## src/rtl/rnd_pwm_fader.sv

```systemverilog
// Random colour fader: requests a 16-bit random word, splits it RGB565-style into
// three 8-bit brightness targets, ramps PWM duties toward them, dwells, and repeats.
module rnd_pwm_fader #(
  parameter int unsigned STEP_DIV = 32'd16,
  parameter int unsigned DWELL    = 32'd1000,
  parameter int unsigned RND_LAT  = 32'd1
) (
  input  logic        clk50,
  input  logic        rst_n,
  input  logic [15:0] rnd_in,
  input  logic        hold,
  output logic        rnd_next,
  output logic [2:0]  pwm_out,
  output logic        busy
);

  localparam int DW_W  = $clog2(DWELL + 32'd1);
  localparam int LAT_W = $clog2(RND_LAT + 32'd1);

  typedef enum logic [2:0] {
    S_IDLE  = 3'd0,
    S_REQ   = 3'd1,
    S_WAIT  = 3'd2,
    S_LOAD  = 3'd3,
    S_RAMP  = 3'd4,
    S_DWELL = 3'd5
  } state_t;

  state_t          state_r;
  logic [7:0]      pwm_cnt_r;
  logic [2:0][7:0] duty_r;
  logic [2:0][7:0] tgt_r;
  logic [15:0]     presc_r;
  logic [DW_W-1:0] dwell_cnt_r;
  logic [LAT_W-1:0] lat_cnt_r;
  logic            presc_wrap_s;
  logic            all_eq_s;

  // Moves one LSB toward the target, saturating at the target itself.
  function automatic logic [7:0] step_toward(input logic [7:0] cur, input logic [7:0] tgt);
    logic [7:0] res;
    if (cur < tgt) begin
      res = cur + 8'd1;
    end else if (cur > tgt) begin
      res = cur - 8'd1;
    end else begin
      res = cur;
    end
    return res;
  endfunction

  // RGB565 expansion: replicate the top bits of each field into the low bits.
  function automatic logic [2:0][7:0] split_targets(input logic [15:0] w);
    return {{w[4:0], w[4:2]}, {w[10:5], w[10:9]}, {w[15:11], w[15:13]}};
  endfunction

  // Prescaler wrap and ramp-complete detection.
  always_comb begin
    presc_wrap_s = (presc_r == 16'(STEP_DIV - 32'd1));
    all_eq_s     = (duty_r == tgt_r);
  end

  // Free-running PWM counter and registered comparators.
  always_ff @(posedge clk50 or negedge rst_n) begin
    if (!rst_n) begin
      pwm_cnt_r <= 8'd0;
      pwm_out   <= 3'b000;
    end else begin
      pwm_cnt_r <= pwm_cnt_r + 8'd1;
      for (int i = 0; i < 3; i++) begin
        pwm_out[i] <= (pwm_cnt_r < duty_r[i]);
      end
    end
  end

  // Sequencer: request, load, ramp and dwell, with registered rnd_next/busy.
  always_ff @(posedge clk50 or negedge rst_n) begin
    if (!rst_n) begin
      state_r     <= S_IDLE;
      duty_r      <= '0;
      tgt_r       <= '0;
      presc_r     <= 16'd0;
      dwell_cnt_r <= '0;
      lat_cnt_r   <= '0;
      rnd_next    <= 1'b0;
      busy        <= 1'b0;
    end else begin
      case (state_r)
        S_IDLE: begin
          state_r  <= S_REQ;
          rnd_next <= 1'b1;
          busy     <= 1'b1;
        end
        S_REQ: begin
          state_r   <= S_WAIT;
          rnd_next  <= 1'b0;
          lat_cnt_r <= '0;
        end
        S_WAIT: begin
          if (lat_cnt_r == LAT_W'(RND_LAT - 32'd1)) begin
            state_r <= S_LOAD;
          end else begin
            lat_cnt_r <= lat_cnt_r + 1'b1;
          end
        end
        S_LOAD: begin
          tgt_r   <= split_targets(rnd_in);
          presc_r <= 16'd0;
          state_r <= S_RAMP;
        end
        S_RAMP: begin
          if (all_eq_s) begin
            state_r     <= S_DWELL;
            dwell_cnt_r <= '0;
            presc_r     <= 16'd0;
            busy        <= 1'b0;
          end else if (!hold) begin
            if (presc_wrap_s) begin
              presc_r <= 16'd0;
              for (int i = 0; i < 3; i++) begin
                duty_r[i] <= step_toward(duty_r[i], tgt_r[i]);
              end
            end else begin
              presc_r <= presc_r + 16'd1;
            end
          end
        end
        S_DWELL: begin
          if (!hold) begin
            if (presc_wrap_s) begin
              presc_r <= 16'd0;
              if (dwell_cnt_r == DW_W'(DWELL - 32'd1)) begin
                state_r  <= S_REQ;
                rnd_next <= 1'b1;
                busy     <= 1'b1;
              end else begin
                dwell_cnt_r <= dwell_cnt_r + 1'b1;
              end
            end else begin
              presc_r <= presc_r + 16'd1;
            end
          end
        end
        default: begin
          state_r  <= S_IDLE;
          rnd_next <= 1'b0;
          busy     <= 1'b0;
        end
      endcase
    end
  end

endmodule
```

## config.mk

```make
export PLATFORM = sky130hd
export DESIGN_NAME = rnd_pwm_fader
export DESIGN_NICKNAME = d
export VERILOG_FILES = /design/src/rtl/rnd_pwm_fader.sv
export SDC_FILE = /design/constraint.sdc
export NUM_CORES = 1
export LEC_CHECK = 0
export ABC_AREA = 1
export CAP_MARGIN = 10
export CELL_PAD_IN_SITES_DETAIL_PLACEMENT = 0
export CELL_PAD_IN_SITES_GLOBAL_PLACEMENT = 1
export CORE_MARGIN = 2
export CORE_UTILIZATION = 47
export CTS_CLUSTER_DIAMETER = 120
export CTS_CLUSTER_SIZE = 12
export DETAILED_ROUTE_END_ITERATION = 16
export PLACE_DENSITY_LB_ADDON = 0.15
export SYNTH_ARGS = -nofsm -noshare
export SYNTH_HDL_FRONTEND = slang
export SYNTH_SLANG_ARGS = --single-unit
export TNS_END_PERCENT = 100
```

## constraint.sdc

```tcl
create_clock -name clk50 -period 3.3 [get_ports clk50]
set_clock_uncertainty 0.05 [all_clocks]
set_input_delay 0.99 -clock clk50 [delete_from_list [all_inputs] [get_ports clk50]]
set_output_delay 0.99 -clock clk50 [all_outputs]
set_load 0.005 [all_outputs]
```

# == Yosys cells after proc, flatten, opt, wreduce, memory -nomap -nowiden ==
# Index checks and enable logic that the tools add are counted.
# classes
magnitude_cmp,9
n_mul,0
shifts,0
n_reduce_logical,16
mux,29
eq_ne,14
add_sub_neg,10
n_div,0
bitwise,4
# ops
operator,n
less-than comparator 8 bit,6
2-to-1 mux 16 bit,3
2-to-1 mux 8 bit,6
one-hot mux 16 bit (3 select lines),1
2-to-1 mux 10 bit,4
adder 8 x 1 -> 8 bit (second input constant),4
AND reduction 5 bit,6
equality test 24 bit,1
greater-than comparator 8 bit,3
subtractor 8 x 1 -> 8 bit (second input constant),3
one-hot mux 10 bit (2 select lines),1
one-hot mux 3 bit (6 select lines),1
adder 16 x 1 -> 16 bit (second input constant),1
equality test 16 x 4 -> 1 bit (second input constant),1
2-to-1 mux 3 bit,5
!= test 2 bit (second input constant),6
adder 10 x 1 -> 10 bit (second input constant),1
equality test 10 bit (second input constant),1
nonzero test 2 bit,5
equality test 3 x 2 -> 1 bit (second input constant),2
equality test 3 bit (second input constant),2
OR reduction 3 bit,2
2-to-1 mux 1 bit,5
inverter 1 bit,4
other kinds (8),8
# totals
out_inout_bits,5
wordCells,96
ramBits,0
in_bits,19
romBits,0
mem_count,0
ff_bits,91
latchBits,0

# == Longest topological paths before layout ==
# depth
word_depth,5
ltp_mapped,21
ltp_nobuf,21

# == Worst setup path after synthesis ==
# OpenSTA, ideal clock, no wires.
# synth_timing
kind,reg2reg
from,register duty_r[7] (netlist bit)
to,register duty_r[5] (netlist bit)
synth_period_minus_slack_ps,2440
n_path_buf,0
t_required_ps,3137
setup_ps,113
path_stages_with_launch,13
path_slack_ps,860
arrival_ps,2278
cell_sequence,dfrtp_1 > ha_1 > a21o_1 > nor2_1 > nand2_1 > ha_1 > a21oi_1 > nand2_1 > a21oi_1 > xor2_1 > nand2_1 > nand2_1 > inv_1
# synth_between
elab_chain_cells,3
elab_cells_between_ends,7
cone_classes,order compare: 2; eq/ne: 1; mux: 1; bitwise: 1; reduce/logical: 2
# synth_rtl
element,line_no,text
"start, declared",31,logic [2:0][7:0] duty_r;
"start signal, assigned by index",121,"duty_r[i] <= step_toward(duty_r[i], tgt_r[i]);"
less-than comparator 8 bit (tied with other cells),42,if (cur < tgt) begin
nonzero test 2 bit (no line) / inverter 1 bit (equally long branches),-,
AND reduction 5 bit (no line),-,
# Several ways; a longest one is shown, not always the timed one.
# A chain may end at the register's enable or synchronous reset.

# == Final worst setup path ==
# layout_timing
from,register duty_r[9] (netlist bit)
to,register duty_r[13] (netlist bit)
# layout_between
elab_chain_cells,3
elab_cells_between_ends,10
cone_classes,add/sub: 2; order compare: 2; eq/ne: 1; mux: 2; bitwise: 1; reduce/logical: 2
# layout_rtl
element,line_no
less-than comparator 8 bit (tied with other cells),42
nonzero test 2 bit (no line) (tied with other cells),-
AND reduction 5 bit (no line) / 2-to-1 mux 8 bit (equally long branches),-
# Several ways; a longest one is shown, not always the timed one. The select of a mux whose other input is x is not followed.

==> metrics.md <==
| Metric | Value |
|---|---|
| Layout cells sized above 1 | `0.08733` |
| Outcome | `finished clean` |
| CTS root buf | `clkbuf_16` |
| DRT iter0 DRCs | `221` |
| Period Utilization, post-route | `0.8306` |
| Psw | `0.0005618 W` |
| Pre-antenna DRT Iters | `4` |
| CP Class | `reg -> reg` |
| Largest area contributor in the netlist | `dfrtp_1` |
| Critical Path AT | `2.93 ns` |
| Pwr Density | `329.0 mW/mm²` |
| Synthesized area | `0.006063 mm²` |
| Crit path cell chain | `ha_1 -> nand2_1 -> nand2_1 -> nand2_1 -> nand2_1 -> nand2_1 -> nand2_1 -> ha_1 -> nand3_1 -> nand3_1 -> a21oi_1 -> xor2_1 -> nand3_1 -> nand2_1 -> inv_1` |
| Via count | `5029` |
| Post-route ant nets | `0` |
| Grt ovf | `0` |
| Commonest non-fill, non-tap cell in the layout | `nand2_1` |
| Initial Util | `0.4805` |
| CP required | `3.49 ns` |
| I/O pin count | `24` |
| Drt total wl | `13090 µm` |
| Syn nets | `867` |
| Yosys cell types | `42` |
| CTS tree | `done` |
| Worst slew margin | `0.3806` |
| Worst min path class | `reg -> reg` |
| Max-Cap Viols | `0` |
| Tmin final | `2.741 ns` |
| Crit path max-delay family | `simple AND/OR/NAND/NOR gates` |
| Largest net degree at the start of global routing | `50` |
| Routability Congestion | `0.8521` |
| Initial antenna violation count | `0` |
| Dominant cells by area after synthesis | `dfrtp_1, ha_1, nand2_1` |
| Max incr delay on CP | `0.46 ns` |
| Seq pwr share | `0.491` |
| Final-report max-slew violation count | `0` |
| Cts-stage hold buffer count | `0` |
| Sw Share | `0.2526` |
| CTS resizes | `0` |
| GRT Overall Usage | `0.2022` |
| Full die area | `0.01383 mm²` |
| Cells after Synth | `779` |
| RSZ-0062 raised after global routing | `false` |
| Die width | `117.6 µm` |
| First-pass GRT wire length | `22840 µm` |
| Warnings from Yosys | `0` |
| Worst-path clk slew | `0.06 ns` |
| Cell mode on critical path | `nand2_1` |
| Vias in the first global route | `4833` |
| Core Rows | `41` |
| CP Buf/Inv Count | `1` |
| Max Root-Sink Buffers | `2` |
| Commonest cells after routing, fill and taps aside | `nand2_1, inv_1, dfrtp_1` |
| Worst Tran Pin Value | `0.9281 ns` |
| Syn avg cell area | `7.783 µm²` |
| Worst setup SP type | `register` |
| Yosys top cell area share | `0.3384` |
| Worst Setup End Kind | `register` |
| # Post-CTS Setup Buffers | `0` |
| Number of setup violations in the final report | `0` |
| CTS H-tree lvls | `3` |
| #FFs+latches synth | `82` |
| CTS Sinks | `82` |
| Post-synthesis sequential area ratio | `0.3384` |
| Total power | `0.002224 W` |
| Clk pwr share | `0.434` |
| Leak | `3.521 nW` |
| Final TNS setup | `0 ns` |
| DP Wirelength | `10000 µm` |
| Drt drc | `0` |
| DR WL/cell | `13.28 µm` |
| Core area | `0.01262 mm²` |
| DR vias/cell | `5.106` |
| Clk Latency, worst-skew pair | `0.35 ns` |
| Max Freq | `364.8 MHz` |
| Maximum VDD drop | `0.2597 mV` |
| Die height | `117.6 µm` |
| Area growth from synthesis to layout | `11.49%` |
| PortBufs | `23` |
| Num CTS Buffers | `9` |
| Logic pwr share | `0.075` |
| Nets@finish | `896` |
| N_diodes | `0` |
| Crit-path slowest cell | `dfrtp_1` |
| Int Pwr | `0.001662 W` |
| Hold Fails Final Rpt | `0` |
| Crit Path Max Fanout | `9` |
-- power by group through the flow --
stage | clock network (W) | logic, W | registers [W]
global placement | 0 | 0.000167 | 0.00111
global route | 0.00105 | 0.000193 | 0.00110
CTS | 0.00100 | 0.000169 | 0.00109
finish | 0.000966 | 0.000166 | 0.00109
floorplan | 0 | 0.000124 | 0.00109
detailed placement | 0 | 0.000168 | 0.00111
-- worst paths after layout --
path | slack, ns | depth (start not counted) | to | start
setup / recovery | 0.56 | 15 | duty_r[13]$_DFFE_PN0P_ | duty_r[9]$_DFFE_PN0P_
hold / removal | 0.43 | 2 | rnd_next$_DFFE_PN0P_ | rnd_next$_DFFE_PN0P_
setup reg to reg | 0.56 | 15 | duty_r[13]$_DFFE_PN0P_ | duty_r[9]$_DFFE_PN0P_
hold reg to reg | 0.43 | 2 | rnd_next$_DFFE_PN0P_ | rnd_next$_DFFE_PN0P_
max in group asynchronous | 2.02 | 2 | presc_r[3]$_DFFE_PN0P_ | rst_n
min in group asynchronous | 0.54 | 1 | tgt_r[4]$_DFFE_PN0P_ | rst_n
-- sequential cells by signal, indices dropped and copies added, names as in the netlist --
register and cells:
duty_r 24, dwell_cnt_r 10, presc_r 16, pwm_out 3
busy 1, state_r 3, tgt_r 16, rnd_next 1
pwm_cnt_r 8
-- metal layers --
layer  vias up  track usage  routed length, µm
li1       2586            -                  -
met5         -            0                  0
met1      2329       0.2817               6379
met2        96       0.3205               5956
met3        18      0.03004                509
met4         0      0.07380                238
-- cells in the mapped netlist (all sizes together) --
cell type / count
a21oi: 33
a21boi: 3
clkbuf: 1
nand4: 15
xnor2: 8
ha: 66
a31oi: 3
mux2i: 1
buf: 5
and2: 2
clkinv: 1
o21bai: 4
o22ai: 1
nand2: 217
xor2: 29
dfrtp: 82
nand3: 59
nor3: 7
inv: 111
fa: 3
or2: 4
o211ai: 4
a21o: 5
o21ai: 47
nor2: 68
-- worst register-to-register path: cells and delay by family (launching register included) --
| family | cells | cell delay (ns) |
|---|---|---|
| fa+ha+maj | 2 | 0.80 |
| flops | 1 | 0.46 |
| xor+xnor | 1 | 0.17 |
| compound gates | 1 | 0.18 |
| simple gates | 10 | 0.94 |
| buf+inv | 1 | 0.05 |
-- logic make-up after synthesis --
family | share of synthesized area
and+or+nand+nor | 0.2856
DFF | 0.3384
muxes | 0.001651
buffers and inverters | 0.07738
adders and majority gates | 0.1461
xor gates and xnor gates | 0.05345
AOI/OAI and AO/OA | 0.09740
-- area by class of cell --
class | instances | area (µm²)
fillers | 1221 | 5859
clock buffers | 11 | 252.7
clock inverters | 5 | 28.78
flip-flops and latches | 82 | 2052
well taps | 172 | 215.2
inverters | 112 | 421.7
repair buffers | 24 | 247.7
multi-input cells | 579 | 3542
-- through the flow --
stage                     cells  setup slack (ns)  hold slack [ns]    util  instance area (µm²)
after CTS                   985            0.5704           0.4320  0.5357                 6760
after detailed placement    969            0.4916           0.4144  0.5134                 6479
after global routing        985            0.2843           0.4855  0.5357                 6760
after floorplan             779            0.8596           0.4037       -                 6063
final                       985            0.5591           0.4293  0.5357                 6760
after global placement      969            0.5323           0.4107  0.5134                 6479
Note: power is estimated with default switching activity, not from simulation.
